--- src/rtl/gray_seq_gen.sv ---
// Prescaled up/down Gray-code sequence generator, modulo LIMIT+1, with parallel
// load and a valid/ready output handshake. All outputs are registered.
module gray_seq_gen #(
  parameter int unsigned WIDTH = 4,
  parameter int unsigned LIMIT = 9,
  parameter int unsigned DIV   = 4
) (
  input  logic             clk,
  input  logic             rst_n,
  input  logic             en,
  input  logic             dir,
  input  logic             load,
  input  logic [WIDTH-1:0] load_val,
  output logic [WIDTH-1:0] gray_out,
  output logic             out_valid,
  input  logic             out_ready,
  output logic             wrap
);

  localparam int unsigned     PW       = (DIV > 1) ? $clog2(DIV) : 1;
  localparam logic [PW-1:0]   PRE_LAST = PW'(DIV - 1);
  localparam logic [WIDTH-1:0] LIM     = WIDTH'(LIMIT);

  typedef enum logic [1:0] {
    IDLE,
    RUN,
    HOLD
  } state_t;

  state_t           state, state_nxt;
  logic [WIDTH-1:0] bin, bin_nxt, bin_inc, bin_dec;
  logic [PW-1:0]    pre, pre_nxt;
  logic             stall, xfer, step;
  logic             valid_nxt, wrap_nxt;

  always_comb begin
    stall   = out_valid & ~out_ready;
    xfer    = out_valid & out_ready;
    // A stalled code blocks the step; pre then saturates at its last value.
    step    = en && (pre == PRE_LAST) && !stall;

    pre_nxt = pre;
    if (load) begin
      pre_nxt = '0;
    end else if (en && (pre != PRE_LAST)) begin
      pre_nxt = pre + 1'b1;
    end else if (step) begin
      pre_nxt = '0;
    end

    bin_inc   = (bin == LIM) ? '0 : bin + 1'b1;
    bin_dec   = (bin == '0) ? LIM : bin - 1'b1;
    bin_nxt   = bin;
    valid_nxt = stall;
    wrap_nxt  = 1'b0;
    if (load) begin
      bin_nxt   = (load_val > LIM) ? LIM : load_val;
      valid_nxt = 1'b1;
    end else if (step) begin
      bin_nxt   = dir ? bin_inc : bin_dec;
      wrap_nxt  = dir ? (bin == LIM) : (bin == '0);
      valid_nxt = 1'b1;
    end
  end

  always_comb begin
    state_nxt = state;
    case (state)
      IDLE: if (en) state_nxt = RUN;
      RUN: begin
        if (!en) begin
          state_nxt = IDLE;
        end else if (stall) begin
          state_nxt = HOLD;
        end
      end
      HOLD: if (xfer) state_nxt = en ? RUN : IDLE;
      default: state_nxt = IDLE;
    endcase
  end

  always_ff @(posedge clk) begin
    if (!rst_n) begin
      state     <= IDLE;
      bin       <= '0;
      pre       <= '0;
      gray_out  <= '0;
      out_valid <= 1'b0;
      wrap      <= 1'b0;
    end else begin
      state     <= state_nxt;
      bin       <= bin_nxt;
      pre       <= pre_nxt;
      gray_out  <= bin_nxt ^ (bin_nxt >> 1);
      out_valid <= valid_nxt;
      wrap      <= wrap_nxt;
    end
  end

endmodule

--- config.mk ---
export PLATFORM = sky130hd
export DESIGN_NAME = gray_seq_gen
export DESIGN_NICKNAME = d
export VERILOG_FILES = /design/src/rtl/gray_seq_gen.sv
export SDC_FILE = /design/constraint.sdc
export NUM_CORES = 1
export LEC_CHECK = 0
export CAP_MARGIN = 25
export CORE_MARGIN = 5
export CORE_UTILIZATION = 52
export DETAILED_ROUTE_END_ITERATION = 10
export DONT_BUFFER_PORTS = 1
export GPL_TIMING_DRIVEN = 1
export PLACE_DENSITY = 0.73
export SLEW_MARGIN = 20
export SYNTH_ARGS = -nofsm -noshare
export SYNTH_HDL_FRONTEND = slang
export SYNTH_SLANG_ARGS = --single-unit
--- constraint.sdc ---
create_clock -name clk -period 1.95 [get_ports clk]
set_input_delay 0.39 -clock clk [delete_from_list [all_inputs] [get_ports clk]]
set_output_delay 0.39 -clock clk [all_outputs]
set_load 0.02 [all_outputs]
* Word level (Yosys, flattened, before mapping)
Index checks and enable logic that the tools add are counted.
** Storage, ports and cells
- Bits in writable memories :: 0
- Output and inout port bits :: 6
- Bits of input ports :: 10
- Memories kept :: 0
- Bits in latches :: 0
- Bits in read-only memories :: 0
- Register bits after elaboration :: 12
- Word-level logic and storage cells :: 36
** Cells by class
- Bitwise operators :: 5
- $lt $le $gt $ge :: 1
- Multiply operators :: 0
- Div/mod/pow operators :: 0
- $add $sub $neg :: 3
- Equal/unequal tests :: 3
- Muxes and demuxes :: 11
- Shifts and indexed selects :: 0
- Reductions and logical operators :: 8
** Operators by type and width (count)
- 4-bit two-way mux :: 6
- 4-bit by 1-bit adder with 4-bit output (second input constant) :: 1
- 4-bit equality test (second input constant) :: 1
- 4-bit greater-than comparator (second input constant) :: 1
- 4-bit zero test :: 1
- 2-bit two-way mux :: 2
- 4-bit by 1-bit subtractor with 4-bit output (second input constant) :: 1
- 4-bit by 3-bit XOR with 4-bit output :: 1
- 1-bit logical AND :: 3
- 1-bit two-way mux :: 3
- 1-bit inverter :: 3
- 3-bit OR reduction :: 1
- 2-bit by 1-bit adder with 2-bit output (second input constant) :: 1
- 2-bit equality test (second input constant) :: 1
- 2-bit inequality test (second input constant) :: 1
- 2-bit nonzero test :: 1
- 2-bit OR reduction :: 1
- 1-bit AND :: 1
- 1-bit zero test :: 1

* Depth between registers and ports, before layout
Gate-level depths: netlist of the first run.
- Depth in word-level cells :: 7
- Gate-level depth with buffers :: 7
- Depth with buffers taken out :: 6

* Least setup slack after synthesis of the first run
No wires, ideal clock.
- Path kind :: register to register
- From :: reg out_valid
- To :: reg gray_out[1]
- Setup slack :: 0.337 ns
- Data arrival time :: 1.493 ns
- Path buffers :: 0
- Stages on the path, launching flop included :: 7
- Period minus slack after synthesis :: 1.613 ns
- Cell sequence :: dfxtp_1 nor2b_4 nand3b_4 or4b_4 o311ai_4 xnor2_1 nor2_1
** On the way
- Longest elaborated chain between the ends :: 6
** Ends and longest elaborated chain
- start: declaration :: RTL line 15 : output logic out_valid,
- start signal: assignment :: RTL line 95 : out_valid <= valid_nxt;
- 1-bit AND :: RTL line 37 : stall = out_valid & ~out_ready;
- 1-bit zero test :: RTL line 40 : step = en && (pre == PRE_LAST) && !stall;
- 1-bit logical AND :: RTL line 40
- 4-bit two-way mux :: RTL line 59 : end else if (step) begin
- 4-bit two-way mux :: RTL line 56 : if (load) begin
- 4-bit by 3-bit XOR with 4-bit output :: RTL line 94 : gray_out <= bin_nxt ^ (bin_nxt >> 1);
- end signal: assignment :: RTL line 94
- end: declaration :: RTL line 14 : output logic [WIDTH-1:0] gray_out,
Every way passes these cells.
A chain may end at the register's enable or synchronous reset.

* Worst setup path after layout of the first run
- From :: reg pre[0]
- To :: reg gray_out[0]
** On the way
- Longest elaborated chain between the ends :: 6
** Ends and longest elaborated chain
- start: declaration :: RTL line 32 : logic [PW-1:0] pre, pre_nxt;
- start signal: assignment :: RTL line 93 : pre <= pre_nxt;
- 2-bit equality test :: RTL line 40
- 1-bit logical AND (2 in series) :: RTL line 40
- 4-bit two-way mux :: RTL line 59
- 4-bit two-way mux :: RTL line 56
- 4-bit by 3-bit XOR with 4-bit output :: RTL line 94
Every way passes these cells.

==> summary.md, run 1 <==
| Metric | Value |
|---|---|
| Outcome | `completed` |
| Area contributors post-synth | `dfxtp_1 (32%), xnor2_1 (5.1%), nor2_1 (4.9%)` |
| Req. time, crit path | `2.11 ns` |
| Placed Cells | `90` |
| Vias in the first global route | `505` |
| Synthesized instance count | `78` |
| Worst-path clk slew | `0.07 ns` |
| Fin area | `718.2 um2` |
| Initial antenna violation count | `0` |
| Mean Syn Cell Area | `8.839 um2` |
| Total number of vias | `537` |
| Buf/Inv on CP | `0` |
| Worst path cell trace | `ha_1, nand3b_4, or4b_4, o311ai_4, xnor2_1, nor2_1` |
| Critical Path AT | `1.91 ns` |
| Post-CTS sizing | `0` |
| Crit-path max FO | `9` |
| Die area | `0.002154 mm2` |
| Final hold vios | `0` |
| Net switching fraction of the power | `0.2773` |
| Unrepaired setup endpoints after global routing | `false` |
| Period utilisation layout | `0.8982` |
| Maximum VDD drop | `0.4708 mV` |
| Total number of yosys warnings | `0` |
| Initial Util | `0.5365` |
| Number of diodes | `0` |
| Switching power | `0.0001375 W` |
| HP Class | `primary input to register` |
| Core box area | `0.001285 mm2` |
| Final count of negative-setup-slack endpoints | `0` |
| Most common cell after layout, fill and taps aside | `dfxtp_1` |
| Layout cell share with drive strength beyond 1 | `0.1772` |
| Non-filler cells, final | `94` |
| Power density cells | `690.5 mW/mm2` |
| Number of H-tree levels | `1` |
| Mapped Area | `689.4 um2` |
| Grt total ovfl | `0` |
| Fmax | `0.5710 GHz` |
| Worst slew pin tran | `0.3964 ns` |
| Part of the power in combinational logic | `0.154` |
| Critical Path Sink Type | `register` |
| Setup bufs post-CTS | `0` |
| Commonest non-fill, non-tap cells in the layout | `dfxtp_1 (11), nor2_1 (9), a21oi_1 (6), nand3_1 (5)` |
| Place WS | `0.2333 ns` |
| P_leak | `0.2821 nW` |
| Area added between synthesis and finish | `4.174%` |
| Hold Buf Count CTS | `0` |
| First-pass GRT wire length | `2221 um` |
| Global-route usage over all layers | `0.1471` |
| Critical path launch point type | `register` |
| Clk pwr share | `0.313` |
| Antenna-violating nets left | `0` |
| Post-place instance area | `691.9 um2` |
| Gpl congestion | `0.8014` |
| Max stage delay on crit path | `0.52 ns` |
| Total number of clock tree sinks | `11` |
| WL/cell | `14.14 um` |
| Syn Nets | `89` |
| Unique masters post-synth | `35` |
| Final Skew | `0.0002409 ns` |
| Clock Path Buffers | `2` |
| Placed wire-length estimate | `1023 um` |
| Flop pwr share | `0.533` |
| Die X | `46.41 um` |
| Num CTS Buffers | `3` |
| CTS root buf | `clkbuf_4` |
| DRT Pass-1 Iters | `4` |
| Type of the worst setup path | `register to register` |
| Slew Viols, Final | `0` |
| Dominant cell type by area after synthesis | `dfxtp_1` |
| Setup_tns | `0 ns` |
| CP delay by family, top | `simple AND/OR/NAND/NOR gates` |
| Internal power | `0.0003584 W` |
| Yosys top cell area share | `0.3194` |
| Initial DRC count | `12` |
| Post-synthesis sequential area ratio | `0.3194` |
| Avg Vias per Cell | `5.713` |
| Maximum number of pins on one net before global-route repair | `13` |
| # port buffers | `0` |
| CTS tree | `built` |
| Crit-path slowest cell | `or4b_4` |
| Final WL | `1329 um` |
| DRC Markers | `0` |
| Relative slew slack | `0.7354` |
| PnR Total Power | `0.0004959 W` |
| Cell row count | `13` |
| Worst-Skew Late Latency | `0.27 ns` |
| Number of max-cap violations | `0` |
| NumNets Final | `91` |
| Yosys reg bits | `11` |
| Tmin final | `1.751 ns` |
| I/O Pins | `16` |
| Die height | `46.41 um` |
| Setup ws final | `0.1986 ns` |
[path summary, 6_finish.rpt]
path / from / end / slack [ns] / cells past startpoint
min: load / out_valid / 0.26 / 2
min reg2reg: pre[0] / pre[0] / 0.50 / 2
max: pre[0] / gray_out[0] / 0.20 / 6
max reg2reg: pre[0] / gray_out[0] / 0.20 / 6
[kinds of logic (layout without fill, tap and decap cells)]
kind of cell               Yosys count  after routing  synth area share
and+or+nand+nor                     36             36            0.3430
AOI/OAI and AO/OA                   17             17            0.1833
DFF                                 11             11            0.3194
buffers and inverters                7              8           0.05625
xor gates and xnor gates             5              5           0.06352
adders and majority gates            1              1           0.01815
muxes                                1              1           0.01633
[synth_stat cells]
master    instances
nand2_1           1
or3_1             2
dfxtp_1          11
and3_1            1
nor3_1            1
xnor2_1           4
nor2b_4           1
o21ai_0           4
ha_1              1
o21ai_2           1
buf_4             3
nand3b_1          3
o21a_1            1
or4_1             1
o311ai_4          1
o31ai_2           1
nor2b_1           2
or4b_4            1
nor2_1            9
nand2b_1          4
buf_2             1
a211oi_1          1
nand3b_4          1
or2_2             1
and4b_1           1
inv_1             2
a21oi_1           6
nand3_1           5
nor3_2            1
clkbuf_1          1
xor2_1            1
o21ai_1           1
and4_1            1
o31a_1            1
mux2_2            1
[worst reg2reg max path, cell delays in order, from the launching register on]
cell      delay [ns]
dfxtp_1         0.35
ha_1            0.27
nand3b_4        0.15
or4b_4          0.52
o311ai_4        0.12
xnor2_1         0.17
nor2_1          0.06
[registers in the layout, indices dropped and copies added, names as in the netlist]
name	count
wrap	1
out_valid	1
gray_out	4
pre	2
bin	3
[layout make-up]
class                   count  area (um2)
inverters                   2       7.507
well taps                  15       18.77
repair buffers              2       15.01
flip-flops and latches     11       220.2
multi-input cells          60       430.4
fillers                   117       566.8
clock buffers               4       26.28
[power groups by stage]
stage                     Sequential (W)  Combinational [W]  Clock [W]
after detailed placement        0.000270          0.0000761          0
after CTS                       0.000265          0.0000769   0.000159
after floorplan                 0.000263          0.0000754          0
after global routing            0.000267          0.0000855   0.000174
final                           0.000265          0.0000762   0.000155
after global placement          0.000269          0.0000758          0
[per-stage QoR]
stage               utilization  hold WS (ns)
finish                   0.5589        0.2576
global route             0.5589        0.2556
CTS                      0.5589        0.2608
detailed placement       0.5385        0.4782
global placement         0.5385        0.4714
floorplan                     -        0.4510
[metal layers]
layer | vias up | track usage | share of wire | wire length (um)
met4 | 0 | 0.09659 | 0.016 | 21
li1 | 277 | - | - | -
met1 | 248 | 0.1710 | 0.45 | 596
met3 | 2 | 0.03906 | 0.056 | 75
met5 | - | 0 | 0 | 0
met2 | 10 | 0.2335 | 0.48 | 636
Note: power is estimated with default switching activity, not from simulation.
==> inputs of run 2 (changes only) <==
- SLEW_MARGIN: 20 -> default
==> results of run 2 <==
No change in the layout: final DEF, timing and power equal those of run 1.
